## src/rtl/serial_addsub.sv

```systemverilog
// Bit-serial two's-complement adder/subtractor: one full-adder cell plus a carry flop,
// LSB-first, WIDTH cycles per operation with a start/busy/done handshake.
module serial_addsub #(
   parameter int WIDTH = 8
) (
   input  logic             clk,
   input  logic             reset_n,
   input  logic             start,
   input  logic             op,
   input  logic [WIDTH-1:0] a,
   input  logic [WIDTH-1:0] b,
   output logic             busy,
   output logic             done,
   output logic [WIDTH-1:0] sum,
   output logic             cout,
   output logic             ovf
);

   localparam int CNT_W = $clog2(WIDTH);
   localparam logic [CNT_W-1:0] LAST_CNT = CNT_W'(WIDTH - 1);

   typedef enum logic [1:0] {
      IDLE  = 2'd0,
      SHIFT = 2'd1,
      DONE  = 2'd2
   } state_t;

   state_t           state_reg, state_next;
   logic [WIDTH-1:0] a_sh_reg;
   logic [WIDTH-1:0] b_sh_reg;
   logic [WIDTH-1:0] r_sh_reg;
   logic [WIDTH-1:0] b_cond;
   logic [CNT_W-1:0] cnt_reg;
   logic             carry_reg;
   logic             op_reg;
   logic [WIDTH-1:0] sum_reg;
   logic             cout_reg;
   logic             ovf_reg;
   logic             load;
   logic             last;
   logic             fa_s;
   logic             fa_c;

   // Subtraction feeds the inverted B operand; the +1 comes from presetting the carry.
   genvar gi;
   generate
      for (gi = 0; gi < WIDTH; gi++) begin : g_bcond
         assign b_cond[gi] = b[gi] ^ op;
      end
   endgenerate

   assign load = (state_reg != SHIFT) && start;
   assign last = (state_reg == SHIFT) && (cnt_reg == LAST_CNT);

   assign fa_s = a_sh_reg[0] ^ b_sh_reg[0] ^ carry_reg;
   assign fa_c = (a_sh_reg[0] & b_sh_reg[0]) |
                 (a_sh_reg[0] & carry_reg)   |
                 (b_sh_reg[0] & carry_reg);

   always_ff @(posedge clk or negedge reset_n) begin
      if (!reset_n) begin
         state_reg <= IDLE;
      end else begin
         state_reg <= state_next;
      end
   end

   always_comb begin
      state_next = state_reg;
      case (state_reg)
         IDLE:    if (start) state_next = SHIFT;
         SHIFT:   if (last)  state_next = DONE;
         DONE:    state_next = start ? SHIFT : IDLE;
         default: state_next = IDLE;
      endcase
   end

   always_ff @(posedge clk or negedge reset_n) begin
      if (!reset_n) begin
         a_sh_reg  <= '0;
         b_sh_reg  <= '0;
         r_sh_reg  <= '0;
         cnt_reg   <= '0;
         carry_reg <= 1'b0;
         op_reg    <= 1'b0;
         sum_reg   <= '0;
         cout_reg  <= 1'b0;
         ovf_reg   <= 1'b0;
      end else if (load) begin
         a_sh_reg  <= a;
         b_sh_reg  <= b_cond;
         carry_reg <= op;
         op_reg    <= op;
         cnt_reg   <= '0;
      end else if (state_reg == SHIFT) begin
         a_sh_reg  <= a_sh_reg >> 1;
         b_sh_reg  <= b_sh_reg >> 1;
         r_sh_reg  <= {fa_s, r_sh_reg[WIDTH-1:1]};
         carry_reg <= fa_c;
         cnt_reg   <= cnt_reg + CNT_W'(1);
         // On the MSB cycle carry_reg still holds the carry into the MSB.
         if (last) begin
            sum_reg  <= {fa_s, r_sh_reg[WIDTH-1:1]};
            cout_reg <= op_reg ^ fa_c;
            ovf_reg  <= carry_reg ^ fa_c;
         end
      end
   end

   assign busy = (state_reg == SHIFT);
   assign done = (state_reg == DONE);
   assign sum  = sum_reg;
   assign cout = cout_reg;
   assign ovf  = ovf_reg;

endmodule

```

## config.mk

```make
export PLATFORM = sky130hd
export DESIGN_NAME = serial_addsub
export DESIGN_NICKNAME = d
export VERILOG_FILES = /design/src/rtl/serial_addsub.sv
export SDC_FILE = /design/constraint.sdc
export NUM_CORES = 1
export LEC_CHECK = 0
export CORE_AREA = 2 2 62 108
export DETAILED_ROUTE_END_ITERATION = 10
export DIE_AREA = 0 0 64 110
export SLEW_MARGIN = 30
export SYNTH_ARGS = -nofsm -noshare
export SYNTH_HDL_FRONTEND = slang
export SYNTH_SLANG_ARGS = --single-unit
```

## constraint.sdc

```tcl
create_clock -name clk -period 3.7 [get_ports clk]
set_input_delay 0.74 -clock clk [delete_from_list [all_inputs] [get_ports clk]]
set_output_delay 0.74 -clock clk [all_outputs]
set_load 0.005 [all_outputs]
```

==> impl_metrics.env <==
export IMPL_async_flop_share=1.00
export IMPL_p_int_mw=1.07
export IMPL_grt_pass1_wl_um=5520
export IMPL_clock_sinks=40
export IMPL_slew_headroom=0.530
export IMPL_leakage_nw=1.07
export IMPL_crit_path_max_incr_delay_ns=0.51
export IMPL_synthesis_instances=162
export IMPL_reg2reg_from="cnt_reg[0]"
export IMPL_grt_start_max_net_pins=44
export IMPL_antenna_found_initial=0
export IMPL_worst_ir_drop_vdd_v=0.000323
export IMPL_pin_count=32
export IMPL_hold_buffers=0
export IMPL_yosysWarnings=0
export IMPL_power_switching_mw=0.511
export IMPL_cp_max_fo=13
export IMPL_cts_resized=0
export IMPL_syn_area_per_cell_um2=11.0
export IMPL_power_frac_seq=0.463
export IMPL_synth_edf_count=0
export IMPL_outcome="complete, no violations"
export IMPL_post_cts_buffers=0
export IMPL_dr_pass1_iters=4
export IMPL_r2r_slack_ns=1.86
export IMPL_wl_um=3080
export IMPL_syn_area_um2=1790
export IMPL_die_h_um=110
export IMPL_gp_congestion=0.682
export IMPL_clock_path_buffers=2
export IMPL_power_mw=1.58
export IMPL_stdcell_count=273
export IMPL_core_um2=6130
export IMPL_h_tree_depth=2
export IMPL_crit_path_start_kind="flip-flop"
export IMPL_cts_tree="built"
export IMPL_antenna_cells=0
export IMPL_synth_seq_area_share=0.560
export IMPL_die_area_um2=7040
export IMPL_worst_pin_slew_ns=0.703
export IMPL_synth_fp_nets=185
export IMPL_crit_slowest_cell="clkdlybuf4s50_1"
export IMPL_final_common_cell="nand2_1"
export IMPL_grt_pass1_vias=1176
export IMPL_setup_viol=0
export IMPL_rows=38
export IMPL_fin_worst_skew_ns=0.00483
export IMPL_ff2ff_path_depth=4
export IMPL_swShare=0.323
export IMPL_final_net_count=215
export IMPL_drt_iter0_markers=46
export IMPL_drcViolationCount=0
export IMPL_ant_nets=0
export IMPL_postLayoutSetupSlackWorst_ns=1.29
export IMPL_cts_buffers=5
export IMPL_path_cells="nand2b_1 > inv_2 > clkdlybuf4s50_1"
export IMPL_die_w_um=64
export IMPL_ys_ff_latch=40
export IMPL_cts_root_buf="clkbuf_8"
export IMPL_slew_viol_final=0
export IMPL_overflow=0
export IMPL_post_route_period_util=0.651
export IMPL_viasPerCell=4.33
export IMPL_power_density_nw_per_um2=707
export IMPL_hpwl_um=2090
export IMPL_place_ws_ns=1.50
export IMPL_crit_required_ns=2.96
export IMPL_hold_path_class="in2async"
export IMPL_rsz0062_at_grt="false"
export IMPL_layout_common_cells="nand2_1 (44), dfrtp_1 (40), clkdlybuf4s50_1 (29)"
export IMPL_cp_arrival_ns=1.67
export IMPL_syn2layout_area_growth_pct=25.1
export IMPL_power_frac_comb=0.353
export IMPL_ys_flop_type="dfrtp_1"
export IMPL_fin_crit_ns=2.41
export IMPL_grt_use_total=0.103
export IMPL_place_inst=265
export IMPL_hold_violations=0
export IMPL_r2r_end="sum[1]"
export IMPL_portBuffers=31
export IMPL_cap_violations=0
export IMPL_drive_gt1_frac=0.104
export IMPL_clk_latency_ns=0.28
export IMPL_via_count=1181
export IMPL_p_clk_frac=0.184
export IMPL_clk_pin_slew_ns=0.07
export IMPL_cp_end_kind="primary output"
export IMPL_initial_core_util=0.292
export IMPL_tns_ns=0
export IMPL_critPathKind="reg2out"
export IMPL_drt_wirelength_per_cell_um=11.3
export IMPL_max_freq_mhz=415
export IMPL_synthDistinctLibCells=24
## cell usage after synthesis (all sizes together) (2+ instances only)
| cell type | n | area [um^2] |
|---|---|---|
| buf | 8 | 48.8 |
| dfrtp | 40 | 1000 |
| ha | 2 | 25.0 |
| inv | 3 | 11.3 |
| mux2 | 8 | 109 |
| mux2i | 17 | 170 |
| nand2 | 44 | 165 |
| o21ai | 21 | 105 |
| xnor2 | 3 | 26.3 |
| xor2 | 7 | 61.3 |
## layout make-up
class / instances / area, um^2
clock buffers: 6 / 82.6
inverters: 3 / 11.3
flip-flops and latches: 40 / 1000
repair buffers: 32 / 310
clock inverters: 2 / 10.0
fillers: 618 / 3900
multi-input cells: 110 / 722
well taps: 80 / 100
## cells by family after synthesis
logic type / after synthesis / share of synthesized area
and+or+nand+nor: 49 / 0.108
DFF: 40 / 0.560
muxes: 25 / 0.156
AOI/OAI and AO/OA: 23 / 0.0651
buffers and inverters: 12 / 0.0364
xor gates and xnor gates: 10 / 0.0490
adders and majority gates: 3 / 0.0252
## worst max-delay path, delay by kind of cell (launching register included)
| family | cells | cell delay (ns) |
|---|---|---|
| flip-flops | 1 | 0.38 |
| AND/OR/NAND/NOR | 1 | 0.37 |
| buffers and inverters | 2 | 0.64 |
## routing by layer
layer  routed length (um)  vias up  part of all wire  GRT usage
met3                  134        4             0.044     0.0345
met5                    0        -                 0          0
met2                 1470       26              0.48      0.169
met4                   53        0             0.017     0.0512
li1                     -      590                 -          -
met1                 1420      561              0.46      0.119
## per-stage QoR
stage          utilization  hold slack, ns  area (um^2)
6_report             0.365           0.419         2240
5_1_grt              0.365           0.448         2240
4_1_cts              0.364           0.487         2230
3_5_place_dp         0.349           0.469         2140
3_3_place_gp         0.350           0.458         2150
2_1_floorplan            -           0.442         1790
## power groups by stage
stage / logic [mW] / clock network (mW) / registers [mW]
2_1_floorplan: 0.377 / 0 / 0.725
3_3_place_gp: 0.564 / 0 / 0.741
3_5_place_dp: 0.574 / 0 / 0.744
4_1_cts: 0.575 / 0.308 / 0.736
5_1_grt: 0.642 / 0.331 / 0.761
6_report: 0.559 / 0.291 / 0.732
## how the worst max path moves through the flow
stage               slack, ns         start           to  cells past startpoint
global route             1.16  state_reg[1]         busy                      3
finish                   1.29  state_reg[1]         busy                      3
floorplan                2.15  state_reg[1]         busy                      3
CTS                      1.25  state_reg[1]         busy                      3
global placement         1.11         start       op_reg                      4
detailed placement       1.50            op  b_sh_reg[2]                      4
(Power assumes the default switching activity.)
